## src/rtl/_alu_defs.sv

```systemverilog
// Shared ALU definitions: datapath width, multiply
// sequencer state encodings, iteration and latency constants.
package _alu_defs;

  localparam int unsigned ALU_W = 6;

  // One ADD cycle per multiplier bit.
  localparam int unsigned MUL_ITER = 6;

  // Edges from accepted start to the done cycle.
  localparam int unsigned MUL_LAT_SIGNED   = 10;
  localparam int unsigned MUL_LAT_UNSIGNED = 7;

  localparam logic [2:0] MUL_LAST_ITER =
    3'(MUL_ITER - 1);

  typedef enum logic [2:0] {
    S_IDLE  = 3'd0,
    S_NEG_A = 3'd1,
    S_NEG_B = 3'd2,
    S_ADD   = 3'd3,
    S_NEG_R = 3'd4,
    S_DONE  = 3'd5
  } mul_state_e;

endpackage

```

## src/rtl/_6bit_ripple_adder.sv

```systemverilog
// Shared ripple-carry adder/subtractor: sum_o = x_i + (sel_i ? ~y_i + 1 : y_i).
// Ports: x_i, y_i operands; sel_i subtract; sum_o result; c_o carry out.
module _6bit_ripple_adder
  import _alu_defs::*;
#(
  parameter int unsigned W = ALU_W
) (
  input  logic [W-1:0] x_i,
  input  logic [W-1:0] y_i,
  input  logic         sel_i,
  output logic [W-1:0] sum_o,
  output logic         c_o
);

  logic [W:0]   c;
  logic [W-1:0] yx;

  // Subtract as x + ~y + 1: invert y, seed carry with sel.
  assign c[0] = sel_i;

  for (genvar i = 0; i < W; i++) begin : g_fa
    assign yx[i]    = y_i[i] ^ sel_i;
    assign sum_o[i] = x_i[i] ^ yx[i] ^ c[i];
    assign c[i+1]   = (x_i[i] & yx[i])
                    | (c[i] & (x_i[i] ^ yx[i]));
  end

  assign c_o = c[W];

endmodule

```

## src/rtl/_mul_sequencer.sv

```systemverilog
// Shift-add multiplier FSM on one shared 6-bit ripple adder.
// Ports: clk, reset (sync, high), start, a, b -> y, ovf, busy, done.
// MUL_SEQ_SIGNED_EN: signed operands with NEG_A/NEG_B/NEG_R steps.
module _mul_sequencer
  import _alu_defs::*;
#(
  parameter int unsigned N_BITS = ALU_W
) (
  input  logic              clk,
  input  logic              reset,
  input  logic              start,
  input  logic [N_BITS-1:0] a,
  input  logic [N_BITS-1:0] b,
  output logic [N_BITS-1:0] y,
  output logic              ovf,
  output logic              busy,
  output logic              done
);

  mul_state_e        state_q;
  logic [2:0]        cnt_q;
  logic [N_BITS-1:0] mcand_q;
  logic [N_BITS-1:0] mplier_q;
  logic [N_BITS-1:0] acc_hi_q;

`ifdef MUL_SEQ_SIGNED_EN
  logic [N_BITS-1:0]   a_q;
  logic [N_BITS-1:0]   b_q;
  logic                sign_q;
  logic [2*N_BITS-1:0] mag;
  logic                ovf_d;
`endif

  logic [N_BITS-1:0] add_x;
  logic [N_BITS-1:0] add_y;
  logic [N_BITS-1:0] add_s;
  logic              add_sel;
  logic              add_c;

  // Adder operand mux. ADD adds zero when the
  // multiplier LSB is clear, so carry is 0 then.
  always_comb begin
    add_x   = acc_hi_q;
    add_y   = mplier_q[0] ? mcand_q : '0;
    add_sel = 1'b0;
`ifdef MUL_SEQ_SIGNED_EN
    unique case (state_q)
      S_NEG_A: begin
        add_x   = '0;
        add_y   = a_q;
        add_sel = 1'b1;
      end
      S_NEG_B: begin
        add_x   = '0;
        add_y   = b_q;
        add_sel = 1'b1;
      end
      S_NEG_R: begin
        add_x   = '0;
        add_y   = mplier_q;
        add_sel = 1'b1;
      end
      default: ;
    endcase
`endif
  end

  _6bit_ripple_adder #(
    .W(N_BITS)
  ) u_add (
    .x_i  (add_x),
    .y_i  (add_y),
    .sel_i(add_sel),
    .sum_o(add_s),
    .c_o  (add_c)
  );

`ifdef MUL_SEQ_SIGNED_EN
  // Negative results reach down to -32, one past +31.
  assign mag   = {acc_hi_q, mplier_q};
  assign ovf_d = sign_q
    ? (mag > (2*N_BITS)'(32))
    : (mag > (2*N_BITS)'(31));
`endif

  // busy/done are registered from the current state,
  // so they trail the state register by one edge.
  always_ff @(posedge clk) begin
    if (reset) begin
      state_q  <= S_IDLE;
      cnt_q    <= '0;
      mcand_q  <= '0;
      mplier_q <= '0;
      acc_hi_q <= '0;
      y        <= '0;
      ovf      <= 1'b0;
      busy     <= 1'b0;
      done     <= 1'b0;
`ifdef MUL_SEQ_SIGNED_EN
      a_q      <= '0;
      b_q      <= '0;
      sign_q   <= 1'b0;
`endif
    end else begin
      busy <= (state_q != S_IDLE);
      done <= (state_q == S_DONE);
      unique case (state_q)
        S_IDLE: begin
          // busy still high in the done cycle.
          if (start && !busy) begin
            acc_hi_q <= '0;
            cnt_q    <= '0;
`ifdef MUL_SEQ_SIGNED_EN
            a_q      <= a;
            b_q      <= b;
            state_q  <= S_NEG_A;
`else
            mcand_q  <= a;
            mplier_q <= b;
            state_q  <= S_ADD;
`endif
          end
        end
`ifdef MUL_SEQ_SIGNED_EN
        S_NEG_A: begin
          // 0-(-32) wraps to 6'b100000 = 32.
          mcand_q <= a_q[N_BITS-1] ? add_s : a_q;
          state_q <= S_NEG_B;
        end
        S_NEG_B: begin
          mplier_q <= b_q[N_BITS-1] ? add_s : b_q;
          sign_q   <= a_q[N_BITS-1] ^ b_q[N_BITS-1];
          state_q  <= S_ADD;
        end
        S_NEG_R: begin
          y       <= sign_q ? add_s : mplier_q;
          ovf     <= ovf_d;
          state_q <= S_DONE;
        end
`endif
        S_ADD: begin
          // Shift {c, acc_hi, mplier} right by one.
          acc_hi_q <= {add_c, add_s[N_BITS-1:1]};
          mplier_q <= {add_s[0], mplier_q[N_BITS-1:1]};
          if (cnt_q == MUL_LAST_ITER) begin
            cnt_q   <= '0;
`ifdef MUL_SEQ_SIGNED_EN
            state_q <= S_NEG_R;
`else
            state_q <= S_DONE;
`endif
          end else begin
            cnt_q <= cnt_q + 3'd1;
          end
        end
        S_DONE: begin
`ifndef MUL_SEQ_SIGNED_EN
          y   <= mplier_q;
          ovf <= |acc_hi_q;
`endif
          state_q <= S_IDLE;
        end
        default: state_q <= S_IDLE;
      endcase
    end
  end

endmodule

```

## config.mk

```make
export PLATFORM = sky130hd
export DESIGN_NAME = _mul_sequencer
export DESIGN_NICKNAME = d
export VERILOG_FILES = /design/src/rtl/_alu_defs.sv /design/src/rtl/_6bit_ripple_adder.sv /design/src/rtl/_mul_sequencer.sv
export SDC_FILE = /design/constraint.sdc
export NUM_CORES = 1
export LEC_CHECK = 0
export CORE_MARGIN = 3
export CORE_UTILIZATION = 53
export DETAILED_ROUTE_END_ITERATION = 16
export PLACE_DENSITY = 0.88
export SYNTH_ARGS = -nofsm -noshare
export SYNTH_HDL_FRONTEND = slang
export SYNTH_HIERARCHICAL = 1
export SYNTH_SLANG_ARGS = --single-unit
```

## constraint.sdc

```tcl
create_clock -name clk -period 3.95 [get_ports clk]
set_input_delay 0.79 -clock clk [delete_from_list [all_inputs] [get_ports clk]]
set_output_delay 0.79 -clock clk [all_outputs]
set_load 0.01 [all_outputs]
```

==> summary.txt, run 1 <==
Synthesis
  – Post-synth EDFFs: 0
  – Synth Cell Area: between 1500 and 2000 sq um
  – FF+latch count, synth: 33
  – Syn_nets: around 190
  – Yosys cell types: 35
  – Fraction of registers with async set/reset: 0%
  – Most common flop cell mapped by yosys: dfxtp_1
  – Post-synthesis sequential area ratio: a little over 40%
  – Avg Cell Area, Syn: between 9 and 10 sq um
  – Synth Warn #: 6
  – Post-Synthesis Cells: roughly 170

Global routing
  – GR Util met1: between 20% and 30%
  – Largest net degree at the start of global routing: 23
  – Gr busiest metal: met2
  – Gr ovfl total: 0
  – Grt met3 use: 7.55%
  – Vias in the first global route: 1275
  – Initial antenna violation count: 0
  – M2 GR Usage: about 35%
  – Tot GR Track Use: between 20 and 25%
  – Global-route wire length before repair: approximately 5900 um

Drt
  – Final ANT Viol Nets: 0
  – Via count: 1330
  – Routed WL: 3450 um
  – Drt pass-1 iters: 5
  – Wire per inst: between 15 and 20 um
  – Remaining DRCs: 0
  – Vias per Instance: approximately 5.9
  – 1st-iter DRT viols: 76

Floorplan
  – Boundary pin count: 24
  – Die area: between 3000 and 4000 sq um
  – Die Span Y: 61.1 um
  – Rows: 19
  – Core area: 2830 sq um
  – Initial Util: a little under three fifths
  – Die width: between 60 and 70 um

Worst setup path
  – WP buf/inv: 2
  – FF-to-FF End: acc_hi_q[4]
  – Worst setup SP type: flop
  – Crit Path Max Fanout: 9
  – Kind of critical path: flop to flop
  – CP Data Arrival Time: between 3000 and 4000 ps
  – Sequence of cells on the critical path: and2_1 -> xor2_1 -> fa_1 -> inv_1 -> fa_1 -> fa_1 -> fa_1 -> inv_1 -> fa_1 -> a32o_2
  – CP most frequent cell: fa_1
  – Slowest cell on crit path: dfxtp_1
  – CP endpoint kind: flop
  – R2R cell count: 10
  – CP Data Required Time: between 4000 and 5000 ps
  – CP top delay family: adder cells
  – Worst R2R Start: mplier_q[0]
  – CP peak stage delay: ~470 ps
  – R2r setup slk: 840 ps

Clock network
  – CTS resizes: 0
  – Htree depth: 2
  – Post-CTS Hold Buffers: 0
  – CTS Buf Count: 5
  – Clock Sinks: 33
  – CTS max path bufs: 2
  – CTS tree: built
  – Root Driver: clkbuf_4
  – # Post-CTS Setup Buffers: 0
  – Clk_lat worst skew: approximately 350 ps
  – Clock transition at path regs: approximately 100 ps

Timing
  – Fin crit period: between 3000 and 4000 ps
  – Setup TNS Final: 0 ps
  – Clk_skew: between 6 and 7 ps
  – RSZ-0062 raised after global routing: no
  – Measured slew at the worst slew-check pin: ~1100 ps
  – Worst setup margin: between 800 and 900 ps
  – Setup violators final: 0
  – Max-slew violation count: 0
  – Tcrit/Tclk final: 78.8%
  – Relative slew slack: 27.1%
  – Peak Freq: 321 MHz
  – Count of final hold-check violations: 0

Power
  – Pleak: 0.801 nW
  – Power density over the cells: roughly 380 nW/um^2
  – Worst vdd ir: between 0.2 and 0.25 mV

Worst hold path
  – Hold Startpoint: cnt_q[2]
  – Hold endpoint: state_q[2]
  – Type of the worst min-delay path: flop to flop
  – Hold depth: 2

Placement
  – Final estimated routing congestion in global placement: between 0.8 and 0.9
  – DP Cell Count: ~220
  – Input/output buffers: 23
  – DPL Wire Length: around 2400 um
  – Dpl cell area: 1820 sq um
  – DP Worst Slack: roughly 840 ps

Flow run
  – Max-cap violations: 0

Cells and area
  – Share of post-route cells with drive strength above 1: 9.84%
  – Final net count: 212
  – Ant. Diodes: 0
  – Non-Filler Instances: about 220
  – Area Growth Syn to Fin: 18.8%
  – Final Cell Area: ~1900 sq um
  – FILL cells: 230

Status
  – Outcome: finished, final reports clean
[cells in the final DEF (no fill, tap or decap), types with 2 or more instances in the layout]
cell | synthesis | layout
dfxtp_1 | 33 | 33
clkdlybuf4s50_1 | 0 | 23
nand3_1 | 19 | 19
a21oi_1 | 16 | 16
nor2_1 | 10 | 10
inv_1 | 10 | 10
and4b_1 | 7 | 7
and2_1 | 6 | 6
mux2i_1 | 6 | 6
o21ai_0 | 6 | 6
a31oi_1 | 6 | 6
a32o_2 | 6 | 6
clkbuf_4 | 0 | 5
fa_1 | 5 | 5
nand2_1 | 3 | 3
xor2_1 | 3 | 3
xnor2_1 | 3 | 3
nand3b_1 | 2 | 2
nor2b_1 | 2 | 2
nor3_1 | 2 | 2
or3_1 | 2 | 2
buf_4 | 0 | 2
[flip-flops by register name (all words and copies together), names as in the netlist]
name      flops
acc_hi_q      6
mcand_q       6
mplier_q      6
y             6
cnt_q         3
state_q       3
busy          1
done          1
ovf           1
[synthesized netlist by cell type, drive strengths merged, types with 2 or more instances]
cell    number  area, sq um
clkbuf       8         30.0
a21oi       16         80.1
nor2b        2         12.5
and4b        7         70.1
o21ai        6         30.0
nand3       19         95.1
mux2i        6         60.1
fa           5          100
inv         10         37.5
a32o         6         67.6
a31oi        6         37.5
and2         6         37.5
nor2        10         37.5
a21o         2         22.5
nand2        3         11.3
or3          2         12.5
nor3         3         20.0
buf          5         37.5
xnor2        3         26.3
dfxtp       33          661
xor2         3         26.3
nand3b       2         15.0
[per-layer routing]
metal  vias to the layer above  wire length, um
met5                         -                0
met4                         0               59
met3                         9              227
met2                        45             1640
met1                       623             1530
li1                        653                -
[through the flow]
| step | hold slack (ps) | total power, mW | utilization [%] |
|---|---|---|---|
| after CTS | 484 | 0.720 | 67.5 |
| after global placement | 451 | 0.451 | 64.5 |
| after global routing | 513 | 0.751 | 67.5 |
| after floorplan | 433 | 0.426 | - |
| final | 480 | 0.720 | 67.5 |
| after detailed placement | 469 | 0.457 | 64.5 |
[report_power, final]
part           total (mW)  leakage (nW)  switching (mW)  internal, mW
Clock               0.270        0.0455           0.119         0.151
Sequential          0.360         0.268          0.0143         0.346
Combinational      0.0902         0.487          0.0484        0.0418
Total               0.720         0.801           0.182         0.539
[logic make-up after synthesis]
family          Yosys count  synth area share (%)
compound gates           39                  16.2
xor+xnor                  6                  3.27
fa+ha+maj                 5                  6.23
buf+inv                  23                  6.54
flops                    33                  41.1
mux                       7                  4.44
other cells               1                 0.233
simple gates             59                  22.0
[worst max-delay path by stage]
stage / start / endpoint / slack (ps) / cells after the start
after floorplan: mplier_q[0] / acc_hi_q[4] / 1020 / 10
after global placement: mplier_q[0] / acc_hi_q[4] / 960 / 10
after detailed placement: mplier_q[0] / acc_hi_q[4] / 840 / 10
after CTS: mplier_q[0] / acc_hi_q[4] / 810 / 10
after global routing: mplier_q[0] / acc_hi_q[4] / 650 / 10
final: mplier_q[0] / acc_hi_q[4] / 840 / 10
[tightest hold or removal path, stage by stage (launching register included)]
cell	delay (ps)
dfxtp_1	320
nand3b_1	90
nor2_1	40
[layout make-up]
| class | count | area (sq um) | share of cell area [%] |
|---|---|---|---|
| multi-input cells | 117 | 842 | 44.1 |
| flip-flops and latches | 33 | 661 | 34.6 |
| repair buffers | 25 | 245 | 12.8 |
| clock buffers | 7 | 55.1 | 2.88 |
| well taps | 31 | 38.8 | 2.03 |
| inverters | 10 | 37.5 | 1.97 |
| clock inverters | 1 | 30.0 | 1.57 |
Note: power is estimated with default switching activity, not from simulation.
==> run 2, diff against run 1 <==
--- a/config.mk
+++ b/config.mk
@@ -6,9 +6,9 @@
 export NUM_CORES = 1
 export LEC_CHECK = 0
 export CORE_MARGIN = 3
-export CORE_UTILIZATION = 53
+export CORE_UTILIZATION = 48
 export DETAILED_ROUTE_END_ITERATION = 16
-export PLACE_DENSITY = 0.88
+export PLACE_DENSITY = 0.85
 export SYNTH_ARGS = -nofsm -noshare
 export SYNTH_HDL_FRONTEND = slang
 export SYNTH_HIERARCHICAL = 1
==> constraint.sdc (replaced) <==
create_clock -name clk -period 2.5 [get_ports clk]
set_input_delay 0.5 -clock clk [delete_from_list [all_inputs] [get_ports clk]]
set_output_delay 0.5 -clock clk [all_outputs]
set_load 0.01 [all_outputs]
==> run 2 against run 1 <==
- the run now ends with negative setup slack left
- cell count is 8.5% higher
- register-to-register slack got worse by 1100 ps
- critical path depth stayed put
- via count is 0.75% higher
- die area increased by 9.4%
- flip-flop and latch count did not move
- global-route usage fell by 3.3 points
- sequential power grew 58%
- combinational power up 74%
- hold slack gained 1.4 ps
- power is 42% higher
- critical endpoint unchanged
- largest power group unchanged
==> summary.txt, run 2 (same netlist as run 1, synthesis figures left out) <==
Status
  – Outcome: finished with violations
  – Violated checks: negative setup slack

Drt
  – Final ANT Viol Nets: 0
  – Routed WL: 3440 um
  – Wire per inst: approximately 14 um
  – Vias per Instance: around 5.5
  – 1st-iter DRT viols: 54
  – Via count: 1340
  – Drt pass-1 iters: 5
  – Remaining DRCs: 0

Timing
  – Relative slew slack: 58.9%
  – Measured slew at the worst slew-check pin: between 600 and 700 ps
  – Hold_ws: 482 ps
  – Fin crit period: approximately 2800 ps
  – Setup TNS Final: -291 ps
  – Max-slew violation count: 0
  – RSZ-0062 raised after global routing: yes
  – Tcrit/Tclk final: 111%
  – Setup violators final: 2
  – Count of final hold-check violations: 0
  – Worst setup margin: -273 ps
  – Peak Freq: around 360 MHz
  – Clk_skew: 8.89 ps

Floorplan
  – Boundary pin count: 24
  – Initial Util: between 50 and 60%
  – Die Span Y: between 60 and 70 um
  – Die width: around 64 um
  – Die area: between 4000 and 5000 sq um
  – Rows: 20
  – Core area: 3130 sq um

Global routing
  – Largest net degree at the start of global routing: 22
  – Initial antenna violation count: 0
  – Vias in the first global route: 1272
  – Global-route wire length before repair: about 6000 um
  – Gr ovfl total: 0
  – Tot GR Track Use: a little under a fifth

Worst setup path
  – Slowest cell on crit path: fa_1
  – CP top delay family: adder cells
  – WP buf/inv: 2
  – Sequence of cells on the critical path: and2_4 -> xor2_2 -> fa_2 -> inv_2 -> fa_2 -> fa_2 -> fa_2 -> inv_2 -> fa_1 -> a32o_2
  – Worst setup SP type: flop
  – CP most frequent cell: fa_2
  – R2r setup slk: -270 ps
  – Worst R2R Start: mplier_q[0]
  – Kind of critical path: flop to flop
  – CP endpoint kind: flop
  – CP Data Required Time: between 2000 and 3000 ps
  – R2R cell count: 10
  – Crit Path Max Fanout: 3
  – CP Data Arrival Time: about 3000 ps
  – CP peak stage delay: about 400 ps
  – FF-to-FF End: acc_hi_q[4]

Power
  – Worst vdd ir: ~0.27 mV
  – Power density over the cells: slightly above 500 nW/um^2
  – Pleak: 0.821 nW

Clock network
  – Clk_lat worst skew: approximately 340 ps
  – CTS max path bufs: 2
  – CTS tree: built
  – Clock Sinks: 33
  – CTS Buf Count: 5
  – Post-CTS Hold Buffers: 0
  – Clock transition at path regs: around 100 ps
  – Htree depth: 2
  – Root Driver: clkbuf_4

Flow run
  – Max-cap violations: 0

Worst hold path
  – Hold Startpoint: mcand_q[1]
  – Hold endpoint: mcand_q[1]
  – Hold depth: 2
  – Type of the worst min-delay path: flop to flop

Cells and area
  – Ant. Diodes: 0
  – Commonest non-fill, non-tap cell in the layout: dfxtp_1
  – Final net count: 218
  – Area Growth Syn to Fin: 22.5%
  – Final core utilization: around 63%
  – Most frequent cells in the layout: dfxtp_1 (31), clkdlybuf4s50_1 (23), nand3_1 (19)
  – Non-Filler Instances: 243
  – Share of post-route cells with drive strength above 1: 19.1%

Placement
  – DP Cell Count: ~230
  – Input/output buffers: 23
  – Final estimated routing congestion in global placement: 0.769
  – DPL Wire Length: 2500 um
run 2: how the worst max path moves through the flow:
stage	start	endpoint	slack, ps	cells after the start
finish	mplier_q[0]	acc_hi_q[4]	-270	10
detailed placement	mplier_q[0]	acc_hi_q[4]	-370	10
CTS	mplier_q[0]	acc_hi_q[4]	-360	10
floorplan	mplier_q[0]	acc_hi_q[4]	-320	10
global route	mplier_q[0]	acc_hi_q[4]	-350	10
global placement	mplier_q[0]	acc_hi_q[4]	-300	10
run 2: metal layers:
| metal | vias up | track usage [%] | share of wire [%] |
|---|---|---|---|
| li1 | 668 | - | - |
| met1 | 631 | 22.2 | 43 |
| met2 | 32 | 29.9 | 49 |
| met3 | 9 | 5.10 | 5.1 |
| met4 | 0 | 9.16 | 2.5 |
| met5 | - | 0 | 0 |
run 2: power by group:
| part | leakage [nW] | switching (mW) | internal [mW] | total, mW |
|---|---|---|---|---|
| logic | 0.521 | 0.0815 | 0.0755 | 0.157 |
| registers | 0.269 | 0.0210 | 0.547 | 0.568 |
| clock network | 0.0310 | 0.192 | 0.106 | 0.297 |
| total | 0.821 | 0.294 | 0.728 | 1.02 |
run 2: stage by stage:
| stage | instance area [sq um] | worst slack [ps] | power [mW] |
|---|---|---|---|
| 2_1_floorplan | 1620 | -315 | 0.676 |
| 3_3_place_gp | 1890 | -304 | 0.721 |
| 3_5_place_dp | 1890 | -366 | 0.730 |
| 4_1_cts | 1960 | -359 | 1.02 |
| 5_1_grt | 1970 | -346 | 1.08 |
| 6_report | 1970 | -273 | 1.02 |
run 2: worst reg2reg max path: stages (launching register included):
cell and delay, ps:
dfxtp_2 350, and2_4 160, xor2_2 150, fa_2 220, inv_2 40, fa_2 330, fa_2 360, fa_2 390
inv_2 60, fa_1 400, a32o_2 220
run 2: layout make-up:
class	count	area, sq um
Clock inverter	3	17.5
Multi-Input combinational cell	117	868
Inverter	10	37.5
Tap cell	44	55.1
Sequential cell	33	663
Clock buffer	5	37.5
Fill cell	259	1160
Timing Repair Buffer	31	290
run 2: timing repair:
item,CTS,global route
gates cloned,0,0
hold endpoints to repair,0,0
setup buffers,1,0
pin swaps,8,7
resized for setup,6,2
setup endpoints to repair,2,3
==> run 3, diff against run 2 <==
--- a/config.mk
+++ b/config.mk
@@ -5,10 +5,10 @@
 export SDC_FILE = /design/constraint.sdc
 export NUM_CORES = 1
 export LEC_CHECK = 0
-export CORE_MARGIN = 3
-export CORE_UTILIZATION = 48
+export CORE_MARGIN = 2
+export CORE_UTILIZATION = 57
 export DETAILED_ROUTE_END_ITERATION = 16
-export PLACE_DENSITY = 0.85
+export PLACE_DENSITY = 0.93
 export SYNTH_ARGS = -nofsm -noshare
 export SYNTH_HDL_FRONTEND = slang
 export SYNTH_HIERARCHICAL = 1
==> constraint.sdc (replaced) <==
create_clock -name clk -period 3.2 [get_ports clk]
set_input_delay 0.64 -clock clk [delete_from_list [all_inputs] [get_ports clk]]
set_output_delay 0.64 -clock clk [all_outputs]
set_load 0.05 [all_outputs]
==> run 3 against run 2 <==
- the run now ends clean
- clock skew about the same
- maximum frequency down 6.8%
- critical endpoint unchanged
- critical path type unchanged
- sequential power down 22%
- first-iteration DRC count down 28%
==> summary.txt, run 3 (same netlist as run 1, synthesis figures left out) <==
Power
  – Power, Total: roughly 890 uW
  – Worst vdd ir: 0.477 mV
  – Pleak: between 0.8 and 0.9 nW
  – Power density over the cells: about 460 nW/um^2

Drt
  – Via count: 1330
  – 1st-iter DRT viols: 39
  – Final ANT Viol Nets: 0
  – Drt pass-1 iters: 4
  – Vias per Instance: 5.88
  – Wire per inst: 14.8 um
  – Routed WL: ~3300 um
  – Remaining DRCs: 0

Flow run
  – Max-cap violations: 0

Cells and area
  – Ant. Diodes: 0
  – Share of post-route cells with drive strength above 1: between 10% and 20%
  – Area Growth Syn to Fin: 19.8%
  – Commonest non-fill, non-tap cell in the layout: dfxtp_1
  – Most frequent cells in the layout: dfxtp_1 (32), clkdlybuf4s50_1 (23), nand3_1 (19)
  – Final core utilization: a little under three quarters
  – Final net count: between 200 and 250

Timing
  – Tcrit/Tclk final: ~93%
  – RSZ-0062 raised after global routing: no
  – Count of final hold-check violations: 0
  – Setup violators final: 0
  – Relative slew slack: between 50% and 60%
  – Peak Freq: 336 MHz
  – Max-slew violation count: 0
  – Clk_skew: 9.14 ps
  – Fin crit period: 2980 ps
  – Measured slew at the worst slew-check pin: around 680 ps
  – Setup TNS Final: 0 ps

Status
  – Outcome: finished, final reports clean

Floorplan
  – Die width: 57.1 um
  – Die Span Y: about 57 um
  – Core area: 2710 sq um
  – Initial Util: 59.3%
  – Boundary pin count: 24
  – Die area: ~3300 sq um
  – Rows: 19

Worst setup path
  – CP Data Arrival Time: approximately 3200 ps
  – CP Data Required Time: between 3000 and 4000 ps
  – Kind of critical path: flop to flop
  – Worst setup SP type: flop
  – R2R cell count: 10
  – CP endpoint kind: flop
  – Worst R2R Start: mplier_q[0]
  – Worst Setup EP: acc_hi_q[4]
  – R2r setup slk: ~220 ps
  – Crit Path Max Fanout: 7
  – FF-to-FF End: acc_hi_q[4]
  – Worst setup path start: mplier_q[0]

Global routing
  – Largest net degree at the start of global routing: 22
  – Gr ovfl total: 0
  – Initial antenna violation count: 0
  – Vias in the first global route: about 1300
  – Global-route wire length before repair: between 5000 and 6000 um
  – Tot GR Track Use: ~22%

Clock network
  – CTS max path bufs: 2
  – Clock transition at path regs: 100 ps
  – Root Driver: clkbuf_4
  – Clock Sinks: 33
  – CTS Buf Count: 5
  – # Post-CTS Setup Buffers: 0
  – CTS tree: built
  – Htree depth: 2
  – Clk_lat worst skew: between 300 and 400 ps

Worst hold path
  – Hold depth: 2
  – Type of the worst min-delay path: flop to flop

Placement
  – DPL Wire Length: ~2400 um
  – Final estimated routing congestion in global placement: about 0.79
  – Input/output buffers: 23
[run 3: repair_timing]
item,in CTS,in global routing
resized for setup,0,1
hold buffers,0,0
endpoints found under the setup margin,0,1
[run 3: worst min-delay path by stage]
stage / startpoint / to / slack [ps]
2_1_floorplan: cnt_q[0] / cnt_q[0] / 430
3_3_place_gp: cnt_q[0] / cnt_q[0] / 450
3_5_place_dp: cnt_q[0] / cnt_q[0] / 460
4_1_cts: cnt_q[2] / state_q[2] / 480
5_1_grt: cnt_q[2] / state_q[2] / 510
6_report: cnt_q[2] / state_q[2] / 480
[run 3: through the flow]
stage	area (sq um)	instances	setup WS, ps	hold slack (ps)
6_report	1930	226	224	483
4_1_cts	1920	226	163	484
3_3_place_gp	1840	218	258	453
2_1_floorplan	1610	173	273	433
3_5_place_dp	1840	218	185	464
5_1_grt	1930	226	60.0	510
[run 3: where the power goes]
part / switching (mW) / internal, mW
clock: 0.138 / 0.186
sequential: 0.0166 / 0.427
combinational: 0.0633 / 0.0540
[run 3: cell type report]
type / count / area [sq um]
repair buffers: 27 / 260
clock inverters: 1 / 30.0
inverters: 10 / 37.5
fillers: 214 / 785
multi-input cells: 117 / 842
flip-flops and latches: 33 / 662
well taps: 31 / 38.8
clock buffers: 7 / 55.1
[run 3: worst max-delay path, cell delays in order, from the launching register on]
cell     delay, ps
dfxtp_2        380
and2_1         140
xor2_1         200
fa_1           190
inv_1           50
fa_1           370
fa_1           400
fa_1           420
inv_1           80
fa_1           400
a32o_2         230
[run 3: layer usage]
layer / part of all wire, % / up-vias / global-route usage [%]
met4: 2.8 / 0 / 13.0
li1: - / 657 / -
met5: 0 / - / 0
met1: 42 / 623 / 25.4
met3: 4.6 / 12 / 7.71
met2: 51 / 38 / 36.0
==> RTL edit 1 (config.mk and constraints of run 2) <==
The package constant `ALU_W` goes from 6 to 3.
--- a/src/rtl/_alu_defs.sv
+++ b/src/rtl/_alu_defs.sv
@@ -2,7 +2,7 @@
 // sequencer state encodings, iteration and latency constants.
 package _alu_defs;
 
-  localparam int unsigned ALU_W = 6;
+  localparam int unsigned ALU_W = 3;
 
   // One ADD cycle per multiplier bit.
   localparam int unsigned MUL_ITER = 6;
Ports: changed (resized a, b and y); port bits go from 24 to 15. No check against the original RTL was run, so the function may have changed too.
==> RTL edit 1 against run 2 <==
- area after synthesis decreased by 40%
- final area decreased by 43%
- wire length down 44%
- sequential share of layout area grew 3.8 points
- worst setup slack better by 980 ps
- sequential cell count fell by 12
- utilization shrank 0.74 points
- total power fell by 41%
- clock skew shrank 0.92 ps
- largest power group unchanged
==> RTL edit 1: results (changes against run 2) <==
Placement
  • Place WS: 568 ps (was -366 ps)
  • RePlAce Congestion: 0.771 (was 0.769)
  • Port Buffer Count: 14 (was 23)
  • Post-DP HPWL: 1380 µm (was 2500 µm)

Hold path
  • Hold wc startpoint: mcand_q[0] (was mcand_q[1])

GRT
  • Grt met3 use: 2.67% (was 5.10%)
  • Met2 Use GR: 25.2% (was 29.9%)
  • Global-route wire length before repair: 3330 µm (was 5840 µm)
  • Met1 GRT Util: 24.7% (was 22.2%)
  • Total GRT Usage: 17.1% (was 18.4%)

Synthesis
  • Post-synth top cells: 21 x dfxtp_1, 11 x a21oi_1, 7 x nor2_1 (was 33 x dfxtp_1, 19 x nand3_1, 16 x a21oi_1)
  • Sequential-to-total area share from yosys stat: 43.9% (was 41.1%)
  • Synth top area cells: dfxtp_1 44%, a21oi_1 5.7%, o211ai_1 4.7% (was dfxtp_1 41%, fa_1 6.2%, nand3_1 5.9%)
  • Netlist cell types: 32 (was 35)
  • Mean post-synth cell area: 9.31 µm² (was 9.29 µm²)

Outcome
  • Status: complete, no violations (was finished with violations)

Cells and area
  • Post-Layout Cell Count: 141 (was 243)
  • Register Area: 420 µm² (was 663 µm²)

Timing
  • Relative slew slack: 50.7% (was 58.9%)
  • Clock skew: 7.97 ps (was 8.89 ps)

CTS
  • Clock-pin slew on the worst setup and hold paths: 120 ps (was 100 ps)
  • Post-CTS Setup Bufs: 0 (was 1)
  • Number of gates resized after cts: 0 (was 6)
  • Num CTS Buffers: 3 (was 5)
  • Htree depth: 1 (was 2)

Critical path
  • Max FO, Critical Path: 5 (was 3)

Drt
  • First-pass detailed-route iteration total: 4 (was 5)

Power
  • Max VDD drop: 0.433 mV (was 0.273 mV)
## RTL edit 1: cells by family (layout without fill, tap and decap cells)
| family | count (synthesis) | count (layout) | synth area share (%) |
|---|---|---|---|
| adder cells (fa/ha/maj) | 2 | 2 | 4.18 |
| XOR/XNOR | 4 | 4 | 3.66 |
| AND/OR/NAND/NOR | 35 | 35 | 21.5 |
| flip-flops | 21 | 21 | 43.9 |
| AO/OA/AOI/OAI | 26 | 26 | 16.6 |
| buffers and inverters | 10 | 21 | 5.61 |
| other | 1 | 3 | 0.391 |
| multiplexers | 4 | 4 | 4.18 |
## RTL edit 1: path summary, 6_finish.rpt
path	to	slack [ps]	cells past startpoint
worst max-delay path	acc_hi_q[1]	700	7
worst min-delay path	mcand_q[0]	480	2
worst max register to register	acc_hi_q[1]	700	7
worst min register to register	mcand_q[0]	480	2
## RTL edit 1: layout make-up
class,instances,share of cell area [%]
repair buffers,14,12.5
flip-flops and latches,21,37.5
multi-input cells,74,43.9
inverters,3,1.00
well taps,25,2.79
clock buffers,4,2.34
## RTL edit 1: per-layer routing
metal | share of wire [%] | wire length [µm]
met1 | 46 | 881
met2 | 49 | 935
met3 | 4.5 | 86
met4 | 0.99 | 19
met5 | 0 | 0
## RTL edit 1: critical path: cells and delay by family, from the launching register on
family          cells  cell delay (ps)
compound gates      1               60
flops               1              400
mux                 1              100
fa+ha+maj           2              770
simple gates        2              270
buf+inv             1               70
## RTL edit 1: power breakdown
part,leakage (nW),internal (mW),switching (mW)
Sequential,0.171,0.348,0.0121
Clock,0.0150,0.0622,0.102
Combinational,0.229,0.0356,0.0446
==> RTL edit 2 (config.mk and constraints of run 2) <==
Without the edit above. Re-encode `mul_state_e` (6 states) as one-hot, 6 bits wide.
--- a/src/rtl/_alu_defs.sv
+++ b/src/rtl/_alu_defs.sv
@@ -14,13 +14,13 @@
   localparam logic [2:0] MUL_LAST_ITER =
     3'(MUL_ITER - 1);
 
-  typedef enum logic [2:0] {
-    S_IDLE  = 3'd0,
-    S_NEG_A = 3'd1,
-    S_NEG_B = 3'd2,
-    S_ADD   = 3'd3,
-    S_NEG_R = 3'd4,
-    S_DONE  = 3'd5
+  typedef enum logic [5:0] {
+    S_IDLE  = 6'b000001,
+    S_NEG_A = 6'b000010,
+    S_NEG_B = 6'b000100,
+    S_ADD   = 6'b001000,
+    S_NEG_R = 6'b010000,
+    S_DONE  = 6'b100000
   } mul_state_e;
 
 endpackage
Check against the original RTL: same outputs for any inputs over 10 cycles, from zero or initial values and one cycle with reset high; not proved beyond that.
==> RTL edit 2 against run 2 <==
- the flow still finishes with violations (negative setup slack)
- synthesized cell count increased by 10%
- wire length increased by 6.0%
- via count increased by 9.7%
- sequential share of layout area fell by 0.63 points
- die area grew 2.5%
- worst setup slack lost 38 ps
- sequential cell count is the same
- non-clock buffer count is 3 higher
- final area is 1.7% higher
- area after synthesis increased by 2.7%
- fmax is 1.4% lower
- total power decreased by 4.8%
- critical path type unchanged
==> RTL edit 2: results (changes against run 2) <==
GRT
  • Total GRT Usage: 18.9% (was 18.4%)
  • Global-route wire length before repair: 6100 µm (was 5840 µm)
  • Largest net degree at the start of global routing: 28 (was 22)
  • Vias in the first global route: 1415 (was 1272)

Power
  • Max VDD drop: 0.381 mV (was 0.273 mV)

Timing
  • Worst setup margin: -311 ps (was -273 ps)
  • Clock skew: 4.38 ps (was 8.89 ps)
  • Worst-margin pin slew: 689 ps (was 616 ps)
  • # setup viols final: 3 (was 2)

Drt
  • Routed wl met2: 1840 µm (was 1700 µm)
  • First-pass detailed-route iteration total: 4 (was 5)
  • 1st-iter DRT viols: 82 (was 54)
  • Routed wl met3: 195 µm (was 174 µm)
  • WL/cell: 14.1 µm (was 14.2 µm)
  • Vias per inst: 5.68 (was 5.51)

Placement
  • RePlAce Congestion: 0.822 (was 0.769)
  • Post-DP HPWL: 2560 µm (was 2500 µm)
  • Place WS: -427 ps (was -366 ps)

Synthesis
  • Synth top area cells: dfxtp_1 40%, nand3_1 7.9%, a31oi_1 7.6% (was dfxtp_1 41%, fa_1 6.2%, nand3_1 5.9%)
  • Sequential-to-total area share from yosys stat: 40.0% (was 41.1%)
  • Net count after synthesis: 211 (was 193)
  • Netlist cell types: 33 (was 35)

Critical path
  • Max FO, Critical Path: 2 (was 3)
  • Critical-path top delay cell: fa_2 (was fa_1)
  • Arrival time at the worst endpoint: 3040 ps (was 3010 ps)

Outcome
  • Failing checks: negative setup slack (unchanged)
  • Status: finished with violations (unchanged)
[RTL edit 2: cell types whose count changed after synthesis, sizes merged, moves of 5 or more]
cell   change
a31oi     +14
nand3      +7
buf        +5
and2      +12
and4b      -7
a32o       -6
[RTL edit 2: final cells by class]
cell class / count / area [µm²]
clock buffer: 5 / 37.5
clock inverter: 1 / 5.00
fill: 297 / 1170
inverter: 10 / 37.5
multi-input combinational: 132 / 893
sequential: 33 / 662
tap: 44 / 55.1
timing repair buffer: 34 / 313
[RTL edit 2: worst paths after layout]
kind                 end  cells past startpoint  slack (ps)  startpoint
min reg2reg   mcand_q[1]                      2         490  mcand_q[1]
min           mcand_q[1]                      2         490  mcand_q[1]
max reg2reg  acc_hi_q[4]                     11        -310  mcand_q[0]
max          acc_hi_q[4]                     11        -310  mcand_q[0]
[RTL edit 2: per-layer routing]
layer,vias up,track usage (%)
li1,714,-
met1,705,21.4
met2,43,32.6
met3,8,6.41
met4,0,7.39
met5,-,0
[RTL edit 2: timing repair]
action                     4_1_cts  5_1_grt
setup endpoints to repair        3        3
buffers inserted                 1        0
pin swaps                       10        8
resized for setup                1        1
[RTL edit 2: kinds of logic (layout without fill, tap and decap cells)]
kind of cell             Yosys count  after routing  share of synthesized area [%]
other                              1              1                          0.227
flip-flops                        33             33                           40.0
adder cells (fa/ha/maj)            5              5                           6.06
XOR/XNOR                           6              6                           3.18
AND/OR/NAND/NOR                   67             67                           22.9
multiplexers                       7              7                           4.32
buffers and inverters             26             50                           7.27
AO/OA/AOI/OAI                     46             46                           16.1
[RTL edit 2: metrics by stage]
stage	cell area [µm²]	utilization, %	power, mW	cells
after floorplan	1670	-	0.658	191
after global placement	1950	61.2	0.704	252
after detailed placement	1950	61.2	0.711	252
after CTS	2000	63.0	0.979	259
after global routing	2000	63.0	1.02	259
final	2000	63.0	0.973	259
[RTL edit 2: where the power goes]
group / internal, mW / switching, mW / total (mW)
combinational: 0.0669 / 0.0707 / 0.138
clock: 0.0973 / 0.175 / 0.272
sequential: 0.547 / 0.0169 / 0.564
[RTL edit 2: worst max-delay path, delay by kind of cell (launching register included)]
family | cells | cell delay, ps
AO/OA/AOI/OAI | 2 | 250
buffers and inverters | 2 | 110
adder cells (fa/ha/maj) | 5 | 1700
flip-flops | 1 | 340
multiplexers | 1 | 170
AND/OR/NAND/NOR | 1 | 140
